File: src/rtl/mmcm_reconfig_seq.sv
// mmcm_reconfig_seq: DRP read-modify-write reconfiguration, MMCM reset and lock qualification.
// Optional macro DRP_READBACK_VERIFY_EN adds a verify read after every register write.
module mmcm_reconfig_seq #(
   parameter int N_REGS             = 8,
   parameter int MODE_W             = 2,
   parameter int RST_CYCLES         = 16,
   parameter int LOCK_STABLE_CYCLES = 1024,
   parameter int LOCK_TIMEOUT       = 100000,
   parameter int DRDY_TIMEOUT       = 64
) (
   input  logic              clk_in,
   input  logic              reset,
   input  logic [MODE_W-1:0] mode_sel,
   input  logic              mode_req,
   output logic [MODE_W+3:0] tbl_idx,
   input  logic [38:0]       tbl_entry,
   output logic              drp_den,
   output logic              drp_dwe,
   output logic [6:0]        drp_daddr,
   output logic [15:0]       drp_di,
   input  logic [15:0]       drp_do,
   input  logic              drp_drdy,
   output logic              mmcm_rst,
   input  logic              mmcm_locked,
   output logic              video_rst,
   output logic              busy,
   output logic              done,
   output logic [1:0]        err
);
   localparam int RW = $clog2(RST_CYCLES + 1);
   localparam int DW = $clog2(DRDY_TIMEOUT + 1);
   localparam int LW = $clog2(LOCK_TIMEOUT + 1);
   localparam int SW = $clog2(LOCK_STABLE_CYCLES + 1);

   typedef enum logic [3:0] {
      IDLE, RST_ON, RD, RD_WAIT, WR, WR_WAIT, RST_OFF, WAIT_LOCK, STABLE
`ifdef DRP_READBACK_VERIFY_EN
      , VRD, VRD_WAIT
`endif
   } state_t;

   state_t            state;
   logic [1:0]        lk_s;
   logic [MODE_W-1:0] mode;
   logic [3:0]        idx;
   logic              norecfg;
   logic [15:0]       rdata;
   logic [RW-1:0]     rst_cnt;
   logic [DW-1:0]     drdy_cnt;
   logic [LW-1:0]     lock_cnt;
   logic [SW-1:0]     stab_cnt;
   logic              lk, last, drdy_to;

   assign lk      = lk_s[1];
   assign last    = idx == 4'(N_REGS - 1);
   assign drdy_to = drdy_cnt == DW'(DRDY_TIMEOUT - 1);
   assign tbl_idx = {mode, idx};

   always_ff @(posedge clk_in) begin
      if (reset) begin
         state     <= WAIT_LOCK;
         lk_s      <= '0;
         mode      <= '0;
         idx       <= '0;
         norecfg   <= 1'b0;
         rdata     <= '0;
         rst_cnt   <= '0;
         drdy_cnt  <= '0;
         lock_cnt  <= '0;
         stab_cnt  <= '0;
         drp_den   <= 1'b0;
         drp_dwe   <= 1'b0;
         drp_daddr <= '0;
         drp_di    <= '0;
         mmcm_rst  <= 1'b0;
         video_rst <= 1'b1;
         busy      <= 1'b1;
         done      <= 1'b0;
         err       <= '0;
      end else begin
         lk_s    <= {lk_s[0], mmcm_locked};
         done    <= 1'b0;
         drp_den <= 1'b0;
         drp_dwe <= 1'b0;
         case (state)
            IDLE:
               if (mode_req || !lk) begin
                  mode      <= mode_req ? mode_sel : mode;
                  err       <= mode_req ? 2'b00 : err;
                  idx       <= mode_req ? 4'd0 : idx;
                  norecfg   <= !mode_req;
                  video_rst <= 1'b1;
                  busy      <= 1'b1;
                  mmcm_rst  <= 1'b1;
                  rst_cnt   <= '0;
                  state     <= RST_ON;
               end
            // mmcm_rst stays high through the table pass and is released in RST_OFF
            RST_ON:
               if (rst_cnt == RW'(RST_CYCLES - 1)) begin
                  mmcm_rst <= !norecfg;
                  state    <= norecfg ? RST_OFF : RD;
               end else
                  rst_cnt <= rst_cnt + RW'(1);
            RD: begin
               drp_den   <= 1'b1;
               drp_daddr <= tbl_entry[38:32];
               drdy_cnt  <= '0;
               state     <= RD_WAIT;
            end
            RD_WAIT:
               if (drp_drdy) begin
                  rdata <= drp_do;
                  state <= WR;
               end else if (drdy_to) begin
                  err[0]   <= 1'b1;
                  mmcm_rst <= 1'b0;
                  state    <= RST_OFF;
               end else
                  drdy_cnt <= drdy_cnt + DW'(1);
            WR: begin
               drp_den  <= 1'b1;
               drp_dwe  <= 1'b1;
               drp_di   <= (rdata & tbl_entry[31:16]) | (tbl_entry[15:0] & ~tbl_entry[31:16]);
               drdy_cnt <= '0;
               state    <= WR_WAIT;
            end
            WR_WAIT:
               if (drp_drdy) begin
`ifdef DRP_READBACK_VERIFY_EN
                  state <= VRD;
`else
                  mmcm_rst <= !last;
                  idx      <= last ? idx : idx + 4'd1;
                  state    <= last ? RST_OFF : RD;
`endif
               end else if (drdy_to) begin
                  err[0]   <= 1'b1;
                  mmcm_rst <= 1'b0;
                  state    <= RST_OFF;
               end else
                  drdy_cnt <= drdy_cnt + DW'(1);
`ifdef DRP_READBACK_VERIFY_EN
            VRD: begin
               drp_den  <= 1'b1;
               drdy_cnt <= '0;
               state    <= VRD_WAIT;
            end
            VRD_WAIT:
               if (drp_drdy && drp_do != drp_di) begin
                  err[0]   <= 1'b1;
                  mmcm_rst <= 1'b0;
                  state    <= RST_OFF;
               end else if (drp_drdy) begin
                  mmcm_rst <= !last;
                  idx      <= last ? idx : idx + 4'd1;
                  state    <= last ? RST_OFF : RD;
               end else if (drdy_to) begin
                  err[0]   <= 1'b1;
                  mmcm_rst <= 1'b0;
                  state    <= RST_OFF;
               end else
                  drdy_cnt <= drdy_cnt + DW'(1);
`endif
            RST_OFF: begin
               lock_cnt <= '0;
               state    <= WAIT_LOCK;
            end
            WAIT_LOCK:
               if (lk) begin
                  stab_cnt <= '0;
                  state    <= STABLE;
               end else if (lock_cnt == LW'(LOCK_TIMEOUT - 1)) begin
                  err[1]   <= 1'b1;
                  norecfg  <= 1'b1;
                  mmcm_rst <= 1'b1;
                  rst_cnt  <= '0;
                  state    <= RST_ON;
               end else
                  lock_cnt <= lock_cnt + LW'(1);
            STABLE:
               if (!lk) begin
                  lock_cnt <= '0;
                  state    <= WAIT_LOCK;
               end else if (stab_cnt == SW'(LOCK_STABLE_CYCLES - 1)) begin
                  done      <= 1'b1;
                  video_rst <= 1'b0;
                  busy      <= 1'b0;
                  state     <= IDLE;
               end else
                  stab_cnt <= stab_cnt + SW'(1);
            default: state <= WAIT_LOCK;
         endcase
      end
   end
endmodule

File: config.mk
export PLATFORM = sky130hd
export DESIGN_NAME = mmcm_reconfig_seq
export DESIGN_NICKNAME = d
export VERILOG_FILES = /design/src/rtl/mmcm_reconfig_seq.sv
export SDC_FILE = /design/constraint.sdc
export NUM_CORES = 1
export LEC_CHECK = 0
export ABC_AREA = 0
export CORE_MARGIN = 2
export CORE_UTILIZATION = 45
export DETAILED_ROUTE_END_ITERATION = 10
export MAX_ROUTING_LAYER = met4
export PLACE_DENSITY = 0.82
export REMOVE_ABC_BUFFERS = 1
export SYNTH_ARGS = -nofsm -noshare
export SYNTH_HDL_FRONTEND = slang
export SYNTH_SLANG_ARGS = --single-unit
File: constraint.sdc
create_clock -name clk_in -period 3.04 [get_ports clk_in]
set_clock_uncertainty 0.1 [all_clocks]
set_input_delay 0.76 -clock clk_in [delete_from_list [all_inputs] [get_ports clk_in]]
set_output_delay 0.76 -clock clk_in [all_outputs]
set_load 0.005 [all_outputs]
==> Word level (Yosys, flattened, before mapping) <==
Cells that the tools add are included.
{ "classes": {"add_sub_neg": 5, "n_eq_ne": 33, "mux": 55, "bitwise": 6, "reduce_logical": 31} }
{ "op_table": {"columns": ["operator", "n"], "rows": [
  ["two-way mux 4 bit", 13],
  ["two-way mux 17 bit", 3],
  ["one-hot mux 17 bit (3 select lines)", 1],
  ["!= test 2 bit (second input constant)", 17],
  ["two-way mux 11 bit", 3],
  ["AND 16 bit", 2],
  ["one-hot mux 4 bit (8 select lines)", 1],
  ["one-hot mux 11 bit (2 select lines)", 1],
  ["equality test 4 x 3 -> 1 bit (second input constant)", 5],
  ["two-way mux 5 bit", 4],
  ["AND reduction 4 bit", 5],
  ["AND reduction 5 bit", 4],
  ["adder 17 x 1 -> 17 bit (second input constant)", 1],
  ["equality test 17 bit (second input constant)", 1],
  ["NOT 16 bit", 1],
  ["OR 16 bit", 1],
  ["two-way mux 1 bit", 15],
  ["one-hot mux 5 bit (3 select lines)", 1],
  ["two-way mux 7 bit", 2],
  ["one-hot mux 7 bit (2 select lines)", 1],
  ["nonzero test 2 bit", 6],
  ["adder 11 x 1 -> 11 bit (second input constant)", 1],
  ["equality test 11 x 10 -> 1 bit (second input constant)", 1],
  ["equality test 4 x 2 -> 1 bit (second input constant)", 2],
  ["other kinds (25)", 38]
]} }
{ "word_totals": {"reg_bits": 99, "output_inout_bits": 37} }

==> Longest topological paths before layout <==
{ "logic_depth": {"depth_word": 4, "ltp_mapped": 8, "ltp_nobuf": 8} }

==> Least setup slack after synthesis <==
OpenSTA, ideal clock, no wires.
{ "synth_path": {"path_kind": "input -> register", "startpoint": "in drp_drdy", "endpoint": "reg drdy_cnt[5]", "t_arrival_ns": 2.045, "t_required_ns": 2.870, "path_slack_ns": 0.825, "stages": 5, "path_cell_list": "clkbuf_1 nor3_2 a21oi_1 or4_1 a21oi_1"} }
{ "synth_between": {"elab_chain_cells": 2} }
{ "synth_rtl": {"columns": ["item", "line", "text"], "rows": [
  ["from (decl)", "22", "input logic drp_drdy,"],
  ["!= test 2 bit (no source line)", null, null],
  ["AND reduction 3 bit (no source line)", null, null],
  ["to (signal assigned)", "120", "drdy_cnt <= drdy_cnt + DW'(1);"],
  ["to (signal assigned)", "142", "drdy_cnt <= drdy_cnt + DW'(1);"],
  ["to (decl)", "49", "logic [DW-1:0] drdy_cnt;"]
]} }
No other way between the ends.
A chain may end at the register's enable or synchronous reset.

==> Worst setup path in the final report <==
{ "layout_path": {"startpoint": "reg state[0]", "endpoint": "reg lock_cnt[14]"} }
{ "layout_between": {"elab_chain_cells": 3, "elab_cells_between_ends": 9} }
{ "layout_rtl": {"columns": ["item", "line", "text"], "rows": [
  ["from (decl)", "42", "state_t state;"],
  ["from (signal assigned)", "102", "state <= norecfg ? RST_OFF : RD;"],
  ["from (signal assigned)", "135", "state <= last ? RST_OFF : RD;"],
  ["equality test 4 x 3 -> 1 bit / equality test 4 bit (equally long branches)", "85", "case (state)"],
  ["!= test 2 bit (no source line) / nonzero test 3 bit (equally long branches)", null, null],
  ["AND reduction 4 bit (no source line)", null, null],
  ["to (signal assigned)", "180", "lock_cnt <= lock_cnt + LW'(1);"],
  ["to (decl)", "50", "logic [LW-1:0] lock_cnt;"]
]} }
Parallel ways exist; a longest one is shown, timed or not.

==> flow_metrics.env <==
export IMPL_core_rowCount=36
export IMPL_synthFlopType="dfxtp_1"
export IMPL_drive_gt1_share_pct=5.63
export IMPL_peakVddDrop_mv=0.433
export IMPL_period_share_pct=87.8
export IMPL_num_vias=4306
export IMPL_firstDrtPassIters=5
export IMPL_p_per_area_nw_per_um2=592
export IMPL_whs_endpoint="stab_cnt[10]"
export IMPL_ant_nets=0
export IMPL_placed_cells=757
export IMPL_ctsHoldBuffers=0
export IMPL_grt_overflow_total=0
export IMPL_critPathLaunchType="flop"
export IMPL_stdcell_count=773
export IMPL_synth_most_common_cell="dfxtp_1"
export IMPL_setup_viol=0
export IMPL_grt_start_max_net_pins=40
export IMPL_crit_path_max_fanout=14
export IMPL_arrival_ns=2.88
export IMPL_avgSynthCellArea_um2=8.41
export IMPL_fillers=885
export IMPL_period_needed_ns=2.67
export IMPL_dp_slack_ns=0.407
export IMPL_crit_slowest_cell="or4b_1"
export IMPL_max_freq_ghz=0.374
export IMPL_r2r_start="state[0]"
export IMPL_floorplan_initialDensity_pct=46.8
export IMPL_hold_viol=0
export IMPL_use_met1_pct=27.5
export IMPL_grtUsageMet3_pct=4.99
export IMPL_antenna_cells=0
export IMPL_grt_total_usage_pct=21.3
export IMPL_synth_seq_cells=99
export IMPL_vias_per_cell=5.57
export IMPL_postSynthCellCount=546
export IMPL_clock_sinks=99
export IMPL_synthMuxAreaShare_pct=5.45
export IMPL_cts_root_buf="clkbuf_8"
export IMPL_dp_hpwl_um=8220
export IMPL_max_stage_delay_ns=0.66
export IMPL_ys_types=55
export IMPL_die_w_um=105
export IMPL_worst_slack_ns=0.370
export IMPL_gp_congestion=0.826
export IMPL_drv_cap=0
export IMPL_synth_top_family_by_area="simple AND/OR/NAND/NOR gates"
export IMPL_cts_max_level=3
export IMPL_postCtsSetupBuffers=0
export IMPL_synth_adder_area_share_pct=1.64
export IMPL_worst_r2r_endpoint="lock_cnt[14]"
export IMPL_synth_top_cell_by_area="dfxtp_1"
export IMPL_numCtsBuffers=9
export IMPL_timing_slew_headroom_pct=43.8
export IMPL_critPathTopFamily="simple AND/OR/NAND/NOR gates"
export IMPL_synthXorXnorAreaFrac_pct=2.10
export IMPL_met2_usage_pct=34.5
export IMPL_syn_cell_area_um2=4590
export IMPL_drc_errors=0
export IMPL_pin_count=99
export IMPL_die_height_um=105
export IMPL_coreArea_um2=9820
export IMPL_cts_path_max_buffers=2
export IMPL_crit_required_ns=3.25
export IMPL_synth_edf_count=0
export IMPL_holdPathStages=2
export IMPL_criticalPathCategory="flop to flop"
export IMPL_grt_pass1_wl_um=19100
export IMPL_reg2regPathDepth=5
export IMPL_clk_latency_ns=0.38
export IMPL_die_area_um2=11000
export IMPL_rrSetupSlack_ns=0.37
export IMPL_status="finished clean"
export IMPL_async_flop_share_pct=0
export IMPL_layout_area_overhead_vs_synth_pct=28.5
export IMPL_yosys_top_cells_area="dfxtp_1 43%, a21oi_1 6.1%, mux2i_1 5.5%, nand2_1 4.7%, nor2_1 4.3%"
export IMPL_synth_compound_area_share_pct=18.4
export IMPL_maxSlewViolCount=0
export IMPL_cts_tree="built"
export IMPL_finalNetCount=703
export IMPL_path_cells="or4b_1 > o32ai_1 > o2111ai_1 > or4_1 > a21oi_1"
export IMPL_wl_per_cell_um=14.5
export IMPL_port_buffers=98
export IMPL_grt_pass1_vias=4068
export IMPL_antenna_found_initial=0
export IMPL_synth_top_cell_area_share_pct=43.2
export IMPL_cts_resized=0
export IMPL_cp_end_kind="flop"
export IMPL_top_usage_layer="met2"
export IMPL_yosys_warnings=0
export IMPL_cts_clk_slew_worst_paths_ns=0.10
export IMPL_drtIter0Drc=304
export IMPL_hp_start="stab_cnt[10]"
export IMPL_rsz0062_at_grt="false"
export IMPL_synth_simple_area_share_pct=25.5
export IMPL_seq_area_frac_synth_pct=43.2
export IMPL_synth_common_cells="99 x dfxtp_1, 58 x nand2_1, 56 x a21oi_1"
export IMPL_tightest_slew_ns=0.835
export IMPL_worst_path_buf_inv=0
export IMPL_final_setup_tns_ns=0
export IMPL_wl_um=11200
export IMPL_hp_class="flop to flop"
export IMPL_leakage_uw=0.00199
## routing by layer
metal | part of all wire (%) | up-vias
met3 | 4.9 | 13
met5 | 0 | -
li1 | - | 2171
met2 | 48 | 117
met1 | 47 | 2005
met4 | 0.87 | 0
## state kept, by name, indices dropped and copies added, names as in the netlist
name / count
busy: 1
mmcm_rst: 1
lock_cnt: 17
drdy_cnt: 7
done: 1
drp_den: 1
mode: 2
drp_dwe: 1
drp_di: 16
err: 2
rdata: 16
lk_s: 2
rst_cnt: 5
stab_cnt: 11
drp_daddr: 7
state: 4
idx: 4
norecfg: 1
## tightest hold or removal path, cell delays in order (launching register included)
cell and delay, ns:
dfxtp_1 0.32, nand2_1 0.05, a31oi_1 0.03
## final cells by class
type	instances	area [µm²]	share of cell area, %
timing repair buffer	110	1070	18.1
clock inverter	7	76.3	1.29
multi-input combinational	404	2440	41.4
clock buffer	9	124	2.10
inverter	11	41.3	0.700
tap	133	166	2.82
sequential	99	1980	33.6
## cells in the final DEF (no fill, tap or decap), drive strengths merged, types with 6 or more instances in the layout
cell,count
dfxtp,99
nor3,13
inv,16
nand2,58
mux2i,25
xnor2,9
a211oi,17
a21oi,56
clkdlybuf4s50,97
clkbuf,9
nor2,53
or3,16
o21ai,25
nand2b,9
nand3,23
ha,6
nor2b,7
or4,7
buf,13
nand4,8
## how the worst max path moves through the flow
stage,from,endpoint,cells after the start
6_report,state[0],lock_cnt[14],5
5_1_grt,state[3],stab_cnt[9],7
4_1_cts,state[0],lock_cnt[14],5
3_5_place_dp,drp_drdy,drdy_cnt[5],5
3_3_place_gp,drp_drdy,drdy_cnt[5],5
2_1_floorplan,state[2],drp_di[0],4
## cell families (layout without fill, tap and decap cells)
group | Yosys count | in the layout
AO/OA/AOI/OAI | 135 | 135
XOR/XNOR | 11 | 11
adder cells (fa/ha/maj) | 6 | 6
buffers and inverters | 43 | 137
flip-flops | 99 | 99
multiplexers | 25 | 25
AND/OR/NAND/NOR | 227 | 227
## metrics by stage
step	total power [µW]	instance area [µm²]	util, %	hold WS, ns
floorplan	2240	4460	-	0.307
global placement	2620	5700	58.0	0.314
detailed placement	2660	5700	58.0	0.323
CTS	3500	5900	60.1	0.336
global route	3720	5900	60.1	0.359
finish	3490	5900	60.1	0.335
## where the power goes
part / total, µW / internal [µW] / switching, µW
clock network: 840 / 329 / 512
registers: 1470 / 1400 / 66.5
logic: 1180 / 490 / 690
total: 3490 / 2220 / 1270
No activity file was read; power rests on OpenSTA's default activity.
